`config.mk`:
```
export PLATFORM = sky130hd
export DESIGN_NAME = collision_engine
export DESIGN_NICKNAME = d
export VERILOG_FILES = /design/src/rtl/collision_engine.sv
export SDC_FILE = /design/constraint.sdc
export NUM_CORES = 1
export LEC_CHECK = 0
export ABC_CLOCK_PERIOD_IN_PS = 7200
export BUFFER_PORTS_ARGS = -buffer_cell sky130_fd_sc_hd__clkbuf_2
export CELL_PAD_IN_SITES_DETAIL_PLACEMENT = 0
export CELL_PAD_IN_SITES_GLOBAL_PLACEMENT = 1
export CORE_UTILIZATION = 42
export DETAILED_ROUTE_END_ITERATION = 10
export PLACE_DENSITY_LB_ADDON = 0.1
export SETUP_SLACK_MARGIN = 0.15
export SKIP_CTS_REPAIR_TIMING = 1
export SLEW_MARGIN = 0
export SYNTH_ARGS = -nofsm -noshare
export SYNTH_HDL_FRONTEND = slang
export SYNTH_SLANG_ARGS = --single-unit
```
`constraint.sdc`:
```
create_clock -name vsync -period 7.2 [get_ports vsync]
set_input_delay 0.72 -clock vsync [delete_from_list [all_inputs] [get_ports vsync]]
set_output_delay 0.72 -clock vsync [all_outputs]
set_load 0.02 [all_outputs]
```
`src/rtl/collision_engine.sv`:
```
// ============================================================================
//  Module   : collision_engine
//  Purpose  : Per-frame missile/enemy-grid and missile/player collision checks
//             with a hit FIFO, kill pulses and a player invulnerability window.
//             Optional missile-vs-missile cancel via `MISSILE_CANCEL_EN.
//  Revision : 1.0 - initial release
// ============================================================================
`default_nettype none

module collision_engine #(
    parameter int N_PM       = 2,
    parameter int N_EM       = 4,
    parameter int COLS       = 10,
    parameter int ROWS       = 6,
    parameter int CELL_W     = 64,
    parameter int SPRITE_W   = 32,
    parameter int CELL_H     = 32,
    parameter int GRID_TOP   = 32,
    parameter int PLAYER_W   = 64,
    parameter int PLAYER_TOP = 452,
    parameter int PLAYER_BOT = 480,
    parameter int INVULN     = 60,
    parameter int DEPTH      = 4
) (
    input  logic                      vsync,
    input  logic                      reset,
    input  logic [N_PM*10-1:0]        pm_x,
    input  logic [N_PM*10-1:0]        pm_y,
    input  logic [N_PM-1:0]           pm_active,
    input  logic [N_EM*10-1:0]        em_x,
    input  logic [N_EM*10-1:0]        em_y,
    input  logic [N_EM-1:0]           em_active,
    input  logic [9:0]                player_x,
    input  logic [9:0]                enemy_offset,
    input  logic [COLS*ROWS-1:0]      enemy_status,
    output logic                      hit_valid,
    output logic [$clog2(COLS)-1:0]   hit_col,
    output logic [$clog2(ROWS)-1:0]   hit_row,
    input  logic                      hit_ready,
    output logic [N_PM-1:0]           pm_kill,
    output logic [N_EM-1:0]           em_kill,
    output logic                      pcollision,
    output logic                      invuln,
    output logic                      overflow
);

    localparam int C_CW    = $clog2(COLS);
    localparam int C_RW    = $clog2(ROWS);
    localparam int C_EW    = C_CW + C_RW;
    localparam int C_NC    = COLS * ROWS;
    localparam int C_IDX_W = $clog2(C_NC);
    localparam int C_PTR_W = $clog2(DEPTH);
    localparam int C_CNT_W = $clog2(DEPTH + 1);
    localparam int C_INV_W = $clog2(INVULN + 1);

    // FIFO is a shift register: entry 0 is always the head, {col,row} packed
    logic [C_EW-1:0]    r_q [DEPTH];
    logic [C_CNT_W-1:0] r_count;
    logic [C_NC-1:0]    r_pending;
    logic [N_PM-1:0]    r_pm_kill;
    logic [N_EM-1:0]    r_em_kill;
    logic               r_pcoll;
    logic [C_INV_W-1:0] r_counter;
    logic               r_overflow;

    logic [C_EW-1:0]    w_q_next [DEPTH];
    logic [C_CNT_W-1:0] w_count_next;
    logic [C_NC-1:0]    w_pending_next;
    logic               w_pop;
    logic               w_drop;
    logic [N_PM-1:0]    w_pm_hit;
    logic [N_EM-1:0]    w_em_hit;
    logic [N_PM-1:0]    w_pm_cancel;
    logic [N_EM-1:0]    w_em_cancel;
    logic [10:0]        w_player_right;

`ifdef MISSILE_CANCEL_EN
    always_comb begin : p_cancel
        int  dx;
        int  dy;
        logic paired;
        w_pm_cancel = '0;
        w_em_cancel = '0;
        for (int i = 0; i < N_PM; i++) begin
            paired = 1'b0;
            for (int j = 0; j < N_EM; j++) begin
                dx = int'(pm_x[10*i +: 10]) - int'(em_x[10*j +: 10]);
                dy = int'(pm_y[10*i +: 10]) - int'(em_y[10*j +: 10]);
                if (!paired && pm_active[i] && em_active[j] && !w_em_cancel[j] &&
                    dx > -8 && dx < 8 && dy > -8 && dy < 8) begin
                    w_pm_cancel[i] = 1'b1;
                    w_em_cancel[j] = 1'b1;
                    paired         = 1'b1;
                end
            end
        end
    end
`else
    assign w_pm_cancel = '0;
    assign w_em_cancel = '0;
`endif

    always_comb begin : p_grid
        int px;
        int py;
        int nx;
        int col;
        int row;
        int idx;
        int hidx;
        int wpos;
        logic [C_NC-1:0] claimed;

        w_pop          = (r_count != '0) && hit_ready;
        w_q_next       = r_q;
        w_pending_next = r_pending;
        w_pm_hit       = '0;
        w_drop         = 1'b0;
        claimed        = '0;
        nx             = 0;
        col            = 0;
        row            = 0;
        idx            = 0;
        hidx           = 0;

        if (w_pop) begin
            hidx = int'(r_q[0][C_EW-1:C_RW]) * ROWS + int'(r_q[0][C_RW-1:0]);
            w_pending_next[C_IDX_W'(hidx)] = 1'b0;
            for (int k = 0; k < DEPTH - 1; k++) begin
                w_q_next[k] = r_q[k+1];
            end
        end
        wpos = int'(r_count) - (w_pop ? 1 : 0);

        // Ascending index gives push order and lowest-index-wins on shared cells
        for (int i = 0; i < N_PM; i++) begin
            px = int'(pm_x[10*i +: 10]);
            py = int'(pm_y[10*i +: 10]);
            if (pm_active[i] && !w_pm_cancel[i] &&
                px >= int'(enemy_offset) && py >= GRID_TOP) begin
                nx  = px - int'(enemy_offset);
                col = nx / CELL_W;
                row = (py - GRID_TOP) / CELL_H;
                if (col < COLS && (nx % CELL_W) < SPRITE_W && row < ROWS) begin
                    idx = col * ROWS + row;
                    if (enemy_status[C_IDX_W'(idx)] && !r_pending[C_IDX_W'(idx)] &&
                        !claimed[C_IDX_W'(idx)]) begin
                        claimed[C_IDX_W'(idx)] = 1'b1;
                        if (wpos < DEPTH) begin
                            w_q_next[C_PTR_W'(wpos)]       = {C_CW'(col), C_RW'(row)};
                            w_pending_next[C_IDX_W'(idx)] = 1'b1;
                            w_pm_hit[i]                   = 1'b1;
                            wpos                          = wpos + 1;
                        end else begin
                            w_drop = 1'b1;
                        end
                    end
                end
            end
        end
        w_count_next = C_CNT_W'(wpos);
    end

    // Right edge is inclusive and computed one bit wider so it cannot wrap
    assign w_player_right = {1'b0, player_x} + 11'(PLAYER_W);

    always_comb begin : p_player
        int ex;
        int ey;
        w_em_hit = '0;
        for (int j = 0; j < N_EM; j++) begin
            ex = int'(em_x[10*j +: 10]);
            ey = int'(em_y[10*j +: 10]);
            if (em_active[j] && !w_em_cancel[j] &&
                ey >= PLAYER_TOP && ey < PLAYER_BOT &&
                ex >= int'(player_x) && ex <= int'(w_player_right)) begin
                w_em_hit[j] = 1'b1;
            end
        end
    end

    always_ff @(posedge vsync) begin
        if (reset) begin
            for (int k = 0; k < DEPTH; k++) begin
                r_q[k] <= '0;
            end
            r_count    <= '0;
            r_pending  <= '0;
            r_pm_kill  <= '0;
            r_em_kill  <= '0;
            r_pcoll    <= 1'b0;
            r_counter  <= '0;
            r_overflow <= 1'b0;
        end else begin
            r_q        <= w_q_next;
            r_count    <= w_count_next;
            r_pending  <= w_pending_next;
            r_pm_kill  <= w_pm_hit | w_pm_cancel;
            r_em_kill  <= w_em_hit | w_em_cancel;
            r_pcoll    <= 1'b0;
            if (w_drop) begin
                r_overflow <= 1'b1;
            end
            // A hit during the window never reloads it
            if (r_counter != '0) begin
                r_counter <= r_counter - 1'b1;
            end else if (|w_em_hit) begin
                r_pcoll   <= 1'b1;
                r_counter <= C_INV_W'(INVULN);
            end
        end
    end

    assign hit_valid  = (r_count != '0);
    assign hit_col    = r_q[0][C_EW-1:C_RW];
    assign hit_row    = r_q[0][C_RW-1:0];
    assign pm_kill    = r_pm_kill;
    assign em_kill    = r_em_kill;
    assign pcollision = r_pcoll;
    assign invuln     = (r_counter != '0);
    assign overflow   = r_overflow;

endmodule

`default_nettype wire
```
==> results of run 1 <==
## tightest hold or removal path: stages (launching register included)
cell     delay, ns
dfxtp_1       0.32
inv_1         0.06
nor2_1        0.04
## per-layer routing
| metal | wire length [microns] | vias to the layer above | GRT usage [%] | share of wire [%] |
|---|---|---|---|---|
| li1 | - | 5690 | - | - |
| met1 | 17000 | 5346 | 37.5 | 46 |
| met2 | 16900 | 391 | 46.9 | 46 |
| met3 | 2140 | 49 | 3.51 | 5.8 |
| met4 | 666 | 0 | 6.73 | 1.8 |
| met5 | 0 | - | 0 | 0 |
## registers in the layout (all words and copies together) (netlist names), 2 cells and up
| signal | count |
|---|---|
| hit_row | 3 |
| r_pending | 60 |
| r_count | 3 |
| em_kill | 4 |
| r_q | 21 |
| hit_col | 4 |
| r_counter | 6 |
| pm_kill | 2 |
## power by group
part | leakage [uW] | internal (uW) | switching, uW
Combinational | 0.00479 | 1200 | 1860
Sequential | 0.000847 | 606 | 24.4
Clock | 0.000169 | 317 | 262
## worst min path at each step
stage               endpoint  cells after the start  slack, ns     startpoint
6_report       r_pending[34]                      2       0.46  r_pending[34]
5_1_grt        r_pending[33]                      1       0.47  r_pending[33]
4_1_cts        r_pending[34]                      2       0.46  r_pending[34]
3_5_place_dp   r_pending[34]                      2       0.45  r_pending[34]
3_3_place_gp   r_pending[34]                      2       0.44  r_pending[34]
2_1_floorplan  r_pending[45]                      2       0.43  r_pending[45]
## placed cells by master, fill, tap and decap left out, types with 7 or more instances in the layout
| cell | synthesis | routed |
|---|---|---|
| nor3_1 | 32 | 32 |
| o211ai_1 | 18 | 18 |
| and3_1 | 11 | 11 |
| nand2b_1 | 25 | 25 |
| buf_4 | 8 | 65 |
| dfxtp_1 | 105 | 105 |
| nand3_1 | 44 | 44 |
| o21ai_0 | 84 | 84 |
| a21o_1 | 21 | 21 |
| o311a_1 | 17 | 17 |
| o221ai_1 | 21 | 21 |
| mux2i_1 | 40 | 40 |
| clkbuf_2 | 0 | 217 |
| nor2b_1 | 72 | 72 |
| or4_1 | 10 | 10 |
| a21oi_1 | 76 | 76 |
| o21a_1 | 22 | 22 |
| and2_1 | 7 | 7 |
| nand3b_1 | 7 | 7 |
| o22ai_1 | 31 | 31 |
| nor2_1 | 70 | 70 |
| ha_1 | 149 | 148 |
| inv_1 | 93 | 93 |
| a31oi_1 | 15 | 15 |
| nand4_1 | 15 | 15 |
| clkbuf_16 | 0 | 9 |
| xnor2_1 | 35 | 34 |
| nor4_1 | 14 | 14 |
| or3_1 | 10 | 10 |
| nand4b_1 | 7 | 7 |
| a211oi_1 | 20 | 20 |
| xor2_1 | 15 | 14 |
| nand2_1 | 95 | 95 |
## cell families after synthesis
| kind of cell | Yosys count | share of synthesized area [%] |
|---|---|---|
| AO/OA/AOI/OAI | 418 | 26.2 |
| flip-flops | 105 | 19.1 |
| multiplexers | 49 | 4.88 |
| buffers and inverters | 157 | 5.63 |
| AND/OR/NAND/NOR | 450 | 22.0 |
| adder cells (fa/ha/maj) | 155 | 18.0 |
| XOR/XNOR | 51 | 4.18 |
## metrics by stage
step / total power, uW / setup WS, ns / instances / cell area (sq um)
floorplan: 2480 / 0.511 / 1385 / 11000
global placement: 3590 / 0.174 / 1939 / 12800
detailed placement: 3600 / 0.184 / 1939 / 12800
CTS: 4190 / 0.526 / 1955 / 13100
global route: 4560 / 0.170 / 1956 / 13200
finish: 4270 / 0.491 / 1957 / 13200
## final cells by class
type / instances / area, sq um
Timing Repair Buffer: 284 / 1610
Inverter: 97 / 364
Tap cell: 330 / 413
Fill cell: 2543 / 12300
Sequential cell: 105 / 2100
Multi-Input combinational cell: 1123 / 8340
Clock inverter: 7 / 124
Antenna cell: 2 / 5.00
Clock buffer: 9 / 225
==> run metrics, run 1 <==
outcome=complete, no violations; stages on the worst setup path=27; maximum clock path buffer count=2; Residual DRC=0; depth of the CTS H-tree=3; placeable core region=25500 sq um; last weighted congestion value of the routability-driven placer=0.905; CP Data Required Time=7.44 ns; fraction of final layout cells with drive strength greater than 1=20.8%; syn avg cell area=7.96 sq um; clock tree from TritonCTS=done; number of core rows=58; routed wire length=36700 microns; count of input and output buffers=217; TritonCTS Sinks=105; worst r2r dst=hit_row[0]; I/O pin count=226; headroom to the max-slew limit=30.1%; startpoint of the most critical register-to-register path=r_count[2]; TritonRoute pass-1 iters=5; sequential-to-total area share from yosys stat=19.1%; starting DRC count in detailed routing=886; number of library cell types mapped by synthesis=90; worst setup path startpoint=enemy_offset[1]; Final Hold Slack=0.461 ns; main flop type after synthesis=dfxtp_1; data arrival time at the worst-slack endpoint=6.95 ns; Final Slew Violations=0; Final setup viols=0; Layout Nets=1984; final worst path period need=6.71 ns; unrepaired setup endpoints after global routing=no; TritonCTS buffer count=9; average via count per standard cell=5.86; cell type contributing the most total cell area after synthesis=dfxtp_1; antenna violations before repair=2; die area=26900 sq um; most used standard cells in the synthesized netlist=ha_1, dfxtp_1, nand2_1; reported leakage power=0.00581 uW; power density over cell area=324 nW/um^2; number of antenna-violating nets in the routed design=0; cell chosen for the clock root=clkbuf_16; FF+latch count, synth=105; Post-Synthesis Cells=1385; DR WL/cell=18.8 microns; sort of element at the start of the critical path=input pin; Tot GR Track Use=27.9%; transition time at the pin with the least slew margin=1.05 ns; post-route clock skew=0.00899 ns; Synth Cell Area=11000 sq um; final core utilization=51.8%; dominant delay contributor by cell family on the critical path=simple AND/OR/NAND/NOR gates; worst-path cell with the longest stage delay=fa_1; die width=164 microns; total negative slack for setup checks=0 ns; area share of the leading cell type in the synthesized netlist=19.1%; maximum fanout count along the critical path=12; R2R Setup Slk=2.95 ns; Max stage delay on crit path=0.60 ns; most used standard cell by instance count after synthesis=ha_1; clock slew seen by the registers of the worst setup and hold paths=0.08 ns; Die H=164 microns; Initial Util=43.3%; number of synthesis warnings=0; dominant cells by area after synthesis=dfxtp_1, ha_1, nor2b_1; Post-synth EDFFs=0; number of global-route vias before repair=11163; most common cell type on the critical path=ha_1; HPWL Detailed=29500 microns; capturing element type of the critical path=flip-flop; grt total ovfl=0; start-to-end type of the worst setup path=in2reg; pin count of the biggest net entering global routing=57; worst min-delay path category=reg2reg; number of cells traversed by the worst register-to-register path=15; worst ir drop on vdd=0.193 mV; number of vias after detailed routing=11476; first-pass GRT wire length=58800 microns; Final Hold Violating Endpoints=0; max_cap viols=0; fmax=149 MHz; fraction of registers with async set/reset=0%; clock insertion delay at the later pin of the skew report=0.37 ns; growth of design area from synthesis to finish=19.6%; net count after synthesis=1749; ratio of final minimum period to clock period=93.2%; Worst Setup EP=hit_row[0]; Buffers & Inverters on Critical Path=6
(Power assumes the default switching activity.)
==> run 2, diff against run 1 <==
--- a/config.mk
+++ b/config.mk
@@ -6,10 +6,11 @@
 export NUM_CORES = 1
 export LEC_CHECK = 0
 export ABC_CLOCK_PERIOD_IN_PS = 7200
-export BUFFER_PORTS_ARGS = -buffer_cell sky130_fd_sc_hd__clkbuf_2
+export BUFFER_PORTS_ARGS = -buffer_cell sky130_fd_sc_hd__buf_4
 export CELL_PAD_IN_SITES_DETAIL_PLACEMENT = 0
 export CELL_PAD_IN_SITES_GLOBAL_PLACEMENT = 1
 export CORE_UTILIZATION = 42
+export CTS_BUF_LIST = sky130_fd_sc_hd__clkbuf_4 sky130_fd_sc_hd__clkbuf_8 sky130_fd_sc_hd__clkbuf_16
 export DETAILED_ROUTE_END_ITERATION = 10
 export PLACE_DENSITY_LB_ADDON = 0.1
 export SETUP_SLACK_MARGIN = 0.15
==> run 2 against run 1 <==
Against the previous run: first-iteration DRC count decreased by 1.0%; maximum frequency decreased by 0.16%; global-route usage decreased by 0.12 points; worst setup slack got worse by 0.011 ns.
==> run metrics, run 2 (synthesis gave the netlist of run 1 again) <==
power share of the combinational group=73.1% (+1.4 points); last weighted congestion value of the routability-driven placer=0.907 (+0.15%); data arrival time at the worst-slack endpoint=7.00 ns (+0.05 ns); grt total ovfl=0 (unchanged); clock tree from TritonCTS=done; Die H=164 microns (unchanged); number of vias after detailed routing=11494 (+0.16%); growth of design area from synthesis to finish=23.6%; average via count per standard cell=5.88 (+0.26%); switching power summed over all nets=2140 uW (-0.68%); DR WL/cell=18.9 microns (+0.83%); worst ir drop on vdd=0.203 mV (+4.7%); number of cells traversed by the worst register-to-register path=16 (+1); maximum clock path buffer count=2 (unchanged); fraction of final layout cells with drive strength greater than 1=20.6% (-0.18 points); HPWL Detailed=29900 microns (+1.2%); die width=164 microns (unchanged); starting DRC count in detailed routing=877 (-1.0%); final worst path period need=6.72 ns (+0.0110 ns); power density over cell area=308 nW/um^2 (-5.0%); Layout Nets=1984 (unchanged); routed wire length=37000 microns (+0.72%); Residual DRC=0 (unchanged); TritonCTS buffer count=9 (unchanged); placeable core region=25500 sq um (unchanged); number of core rows=58 (unchanged); transition time at the pin with the least slew margin=1.07 ns (+0.0241 ns); CP Data Required Time=7.48 ns (+0.04 ns); post-route clock skew=0.0115 ns (+0.00250 ns); antenna violations before repair=0 (-2); fmax=149 MHz (-0.16%); number of antenna-violating nets in the routed design=0 (unchanged); depth of the CTS H-tree=3 (unchanged); highest-count cells in the layout ignoring fill and taps=buf_4, ha_1, dfxtp_1; Initial Util=43.3% (unchanged); largest register by flop count=r_pending; unrepaired setup endpoints after global routing=no; Int Power=2060 uW (-2.8%); Sw Ratio=50.9% (+0.55 points); first-pass GRT wire length=58500 microns (-0.46%); pre-CTS setup slack=0.0949 ns (-0.0891 ns); Final Hold Slack=0.459 ns (-0.00151 ns); I/O pin count=226 (unchanged); clock power share=11.9% (-1.7 points); cell chosen for the clock root=clkbuf_16; headroom to the max-slew limit=28.5% (-1.5 points); Final Slew Violations=0 (unchanged); Final Hold Violating Endpoints=0 (unchanged); placed cell count=1939 (unchanged); fillcell total=2555 (+0.47%); max reg flops=60 (unchanged); largest registers in the final layout=r_pending (60), r_q (21), r_counter (6); sort of element at the start of the critical path=input pin; outcome=complete, no violations; Tot GR Track Use=27.7% (-0.12 points); clock slew seen by the registers of the worst setup and hold paths=0.07 ns (about the same); count of input and output buffers=217 (unchanged); total negative slack for setup checks=0 ns (unchanged); Final setup viols=0 (unchanged); reported leakage power=0.00592 uW (+2.0%); PnR worst setup slack=0.480 ns (-0.0110 ns); number of diodes added for antenna fixing=0 (-2); maximum fanout count along the critical path=20 (+8); TritonRoute pass-1 iters=5 (unchanged); capturing element type of the critical path=flip-flop; TritonCTS Sinks=105 (unchanged); pin count of the biggest net entering global routing=57 (unchanged); clock insertion delay at the later pin of the skew report=0.37 ns (about the same); most common cell after layout, fill and taps aside=buf_4; ratio of final minimum period to clock period=93.3% (+0.15 points); number of global-route vias before repair=11135 (-0.25%); relative contribution of sequential cells to total power=15.0% (+0.2 points); start-to-end type of the worst setup path=in2reg; max_cap viols=0 (unchanged); final cell count without fillers=1955 (-0.10%); hold path depth=2 (unchanged); worst min-delay path category=reg2reg; die area=26900 sq um (unchanged)
==> run 2: area by class of cell <==
type | count | area [sq um] | share of cell area [%]
flip-flops and latches | 105 | 2100 | 15.4
well taps | 330 | 413 | 3.03
repair buffers | 284 | 2140 | 15.7
clock buffers | 10 | 239 | 1.75
multi-input cells | 1123 | 8320 | 61.0
clock inverters | 6 | 47.5 | 0.349
inverters | 97 | 364 | 2.67
==> run 2: path summary, 6_finish.rpt <==
| check | startpoint | end | slack [ns] |
|---|---|---|---|
| max reg2reg | r_count[2] | r_q[2] | 3.34 |
| min | r_pending[41] | r_pending[41] | 0.46 |
| min reg2reg | r_pending[41] | r_pending[41] | 0.46 |
| max | enemy_offset[3] | r_pending[17] | 0.48 |
==> run 2: critical path, stage by stage <==
cell      delay [ns]
buf_4           0.08
inv_1           0.06
ha_1            0.34
o21a_1          0.14
a21bo_2         0.24
a21oi_1         0.17
a21oi_1         0.08
nor3_1          0.21
nor2_1          0.06
ha_1            0.21
ha_1            0.43
ha_1            0.38
fa_1            0.63
buf_4           0.26
and3b_1         0.30
o21ai_0         0.11
o21ai_0         0.10
or4_1           0.51
a31oi_1         0.27
and3_1          0.24
o211ai_2        0.14
buf_4           0.25
nor4_1          0.43
nand2_1         0.35
o221ai_1        0.28
==> run 2: metal layers <==
| layer | vias up | wire (microns) | track usage (%) |
|---|---|---|---|
| met5 | - | 0 | 0 |
| li1 | 5660 | - | - |
| met1 | 5409 | 16700 | 37.5 |
| met3 | 47 | 2280 | 3.03 |
| met4 | 0 | 702 | 7.20 |
| met2 | 378 | 17400 | 46.7 |
==> run 2: per-stage QoR <==
stage | total power [uW] | util [%] | cell area, sq um
finish | 4190 | 53.5 | 13600
global route | 4500 | 53.5 | 13600
CTS | 4130 | 53.4 | 13600
detailed placement | 3620 | 52.3 | 13300
global placement | 3580 | 52.3 | 13300
floorplan | 2480 | - | 11000
==> run 2: power by group through the flow <==
stage | Clock, uW | Sequential, uW | Combinational [uW]
2_1_floorplan | 0 | 638 | 1840
3_3_place_gp | 0 | 643 | 2940
3_5_place_dp | 0 | 642 | 2970
4_1_cts | 504 | 629 | 3000
5_1_grt | 533 | 633 | 3330
6_report | 499 | 629 | 3070
==> run 3, diff against run 2 <==
--- a/config.mk
+++ b/config.mk
@@ -5,7 +5,7 @@
 export SDC_FILE = /design/constraint.sdc
 export NUM_CORES = 1
 export LEC_CHECK = 0
-export ABC_CLOCK_PERIOD_IN_PS = 7200
+export ABC_CLOCK_PERIOD_IN_PS = 7300
 export BUFFER_PORTS_ARGS = -buffer_cell sky130_fd_sc_hd__buf_4
 export CELL_PAD_IN_SITES_DETAIL_PLACEMENT = 0
 export CELL_PAD_IN_SITES_GLOBAL_PLACEMENT = 1
==> constraint.sdc (replaced) <==
create_clock -name vsync -period 7.3 [get_ports vsync]
set_input_delay 0.73 -clock vsync [delete_from_list [all_inputs] [get_ports vsync]]
set_output_delay 0.73 -clock vsync [all_outputs]
set_load 0.02 [all_outputs]
==> run 3 against run 2 <==
Against the previous run: cell count is the same; combinational power shrank 2%; clock-buffer cell count grew 1; non-clock buffer count is the same; clock power is essentially flat; final area is essentially flat; sequential power shrank 1%; highest routed layer unchanged; worst setup slack gained 0.095 ns; core utilization is essentially flat; routed wire length shrank 0.26%; critical path depth grew 3; largest cell class unchanged; global-route usage grew 0.17 points.
==> run metrics, run 3 (synthesis gave the netlist of run 1 again) <==
number of global-route vias before repair=11273 (+1.2%); start-to-end type of the worst setup path=in2reg; post-route clock skew=0.00962 ns (-0.00187 ns); I/O pin count=226 (unchanged); number of core rows=58 (unchanged); Final Slew Violations=0 (unchanged); Final setup viols=0 (unchanged); placeable core region=25500 sq um (unchanged); clock insertion delay at the later pin of the skew report=0.36 ns (about the same); multi-input combinational cell area=8310 sq um (about the same); final worst path period need=6.73 ns; max_cap viols=0 (unchanged); TritonCTS buffer count=9 (unchanged); first-pass GRT wire length=58800 microns (+0.47%); clock tree from TritonCTS=done; Final Hold Violating Endpoints=0 (unchanged); reported leakage power=0.00592 uW (about the same); fmax=149 MHz; last weighted congestion value of the routability-driven placer=0.933 (+2.8%); power density over cell area=303 nW/um^2 (-1.6%); outcome=complete, no violations; routing usage on met3=3.84% (+0.81 points); cell chosen for the clock root=clkbuf_16; depth of the CTS H-tree=3 (unchanged); hold path depth=2 (unchanged); fraction of final layout cells with drive strength greater than 1=20.5% (-0.12 points); maximum clock path buffer count=2 (unchanged); largest register by flop count=r_pending; worst ir drop on vdd=0.221 mV (+9.0%); R2R Setup Slk=3.43 ns (+0.09 ns); growth of design area from synthesis to finish=23.5% (about the same); average via count per standard cell=5.95 (+1.2%); die width=164 microns (unchanged); busiest grt layer=met2; Worst Hold Launch=r_pending[59]; unrepaired setup endpoints after global routing=no; starting DRC count in detailed routing=910 (+3.8%); total negative slack for setup checks=0 ns (unchanged); TritonRoute pass-1 iters=5 (unchanged); Layout Nets=1984 (unchanged); worst r2r dst=r_q[0]; capturing element type of the critical path=flip-flop; Residual DRC=0 (unchanged); grt total ovfl=0 (unchanged); number of cells traversed by the worst register-to-register path=16 (unchanged); TritonCTS Sinks=105 (unchanged); pin count of the biggest net entering global routing=57 (unchanged); CP Data Required Time=7.58 ns (+0.10 ns); DR WL/cell=18.9 microns (-0.26%); highest-count cells in the layout ignoring fill and taps=buf_4, ha_1, dfxtp_1; antenna violations before repair=0 (unchanged); Tot GR Track Use=27.9% (+0.17 points); most common cell type on the critical path=ha_1; global routing met2 resource utilization=46.8% (+0.12 points); endpoint with the worst hold slack=r_pending[59]; count of input and output buffers=217 (unchanged); maximum fanout count along the critical path=13 (-35%); routed wire length=36900 microns (-0.26%); die area=26900 sq um (unchanged); Initial Util=43.3% (unchanged); max reg flops=60 (unchanged); FF+latch area=2100 sq um (unchanged); worst min-delay path category=reg2reg; final cell count without fillers=1955 (unchanged); most common cell after layout, fill and taps aside=buf_4; number of vias after detailed routing=11633 (+1.2%); data arrival time at the worst-slack endpoint=7.01 ns (about the same); HPWL Detailed=29700 microns (-0.40%); number of diodes added for antenna fixing=0 (unchanged); Max stage delay on crit path=0.44 ns (-0.19 ns); routing usage on met1=37.4% (-0.074 points); Die H=164 microns (unchanged); number of antenna-violating nets in the routed design=0 (unchanged); headroom to the max-slew limit=28.9% (+0.40 points); transition time at the pin with the least slew margin=1.07 ns (-0.00593 ns); largest registers in the final layout=r_pending (60), r_q (21), r_counter (6); sort of element at the start of the critical path=input pin; placed cell count=1939 (unchanged); fillcell total=2496 (-2.3%); worst-path cell with the longest stage delay=o41a_1; clock slew seen by the registers of the worst setup and hold paths=0.07 ns (about the same); startpoint of the most critical register-to-register path=r_count[2]; ratio of final minimum period to clock period=92.1%
run 3: worst max-delay path: cells and delay by family:
kind	cells	cell delay [ns]
muxes	1	0.19
xor gates and xnor gates	3	0.80
adders and majority gates	6	1.66
buffers and inverters	5	0.80
and+or+nand+nor	7	1.23
AOI/OAI and AO/OA	6	1.55
run 3: metrics by stage:
stage	hold WS [ns]	setup WS [ns]	util, %	power (uW)	area (sq um)
6_report	0.461	0.575	53.5	4120	13600
4_1_cts	0.459	0.552	53.4	4070	13600
5_1_grt	0.475	0.161	53.5	4400	13600
3_3_place_gp	0.441	0.241	52.3	3540	13300
3_5_place_dp	0.447	0.188	52.3	3550	13300
2_1_floorplan	0.427	0.601	-	2450	11000
run 3: worst max path at each step:
stage / start / end / slack, ns / cells past startpoint
5_1_grt: enemy_offset[3] / r_pending[15] / 0.16 / 26
3_3_place_gp: enemy_offset[3] / r_q[9] / 0.24 / 26
2_1_floorplan: enemy_offset[1] / r_q[3] / 0.60 / 31
3_5_place_dp: enemy_offset[3] / r_q[13] / 0.19 / 26
4_1_cts: enemy_offset[3] / r_pending[16] / 0.55 / 26
6_report: enemy_offset[3] / r_q[0] / 0.57 / 28
run 3: power breakdown:
part	total [uW]	switching (uW)	internal (uW)
clock	502	245	257
sequential	621	23.6	598
combinational	3000	1840	1160
run 3: metal layers:
layer  up-vias  routed length (microns)  share of wire [%]
met1      5468                    16500                 45
met3        63                     2340                6.3
li1       5652                        -                  -
met2       450                    17300                 47
met4         0                      752                2.0
met5         -                        0                  0
run 3: cell type report:
cell class                      instances  area share [%]
Timing Repair Buffer                  284            15.7
Multi-Input combinational cell       1123            61.0
Clock inverter                          5           0.331
Clock buffer                           11            1.86
Inverter                               97            2.67
Tap cell                              330            3.03
Sequential cell                       105            15.4
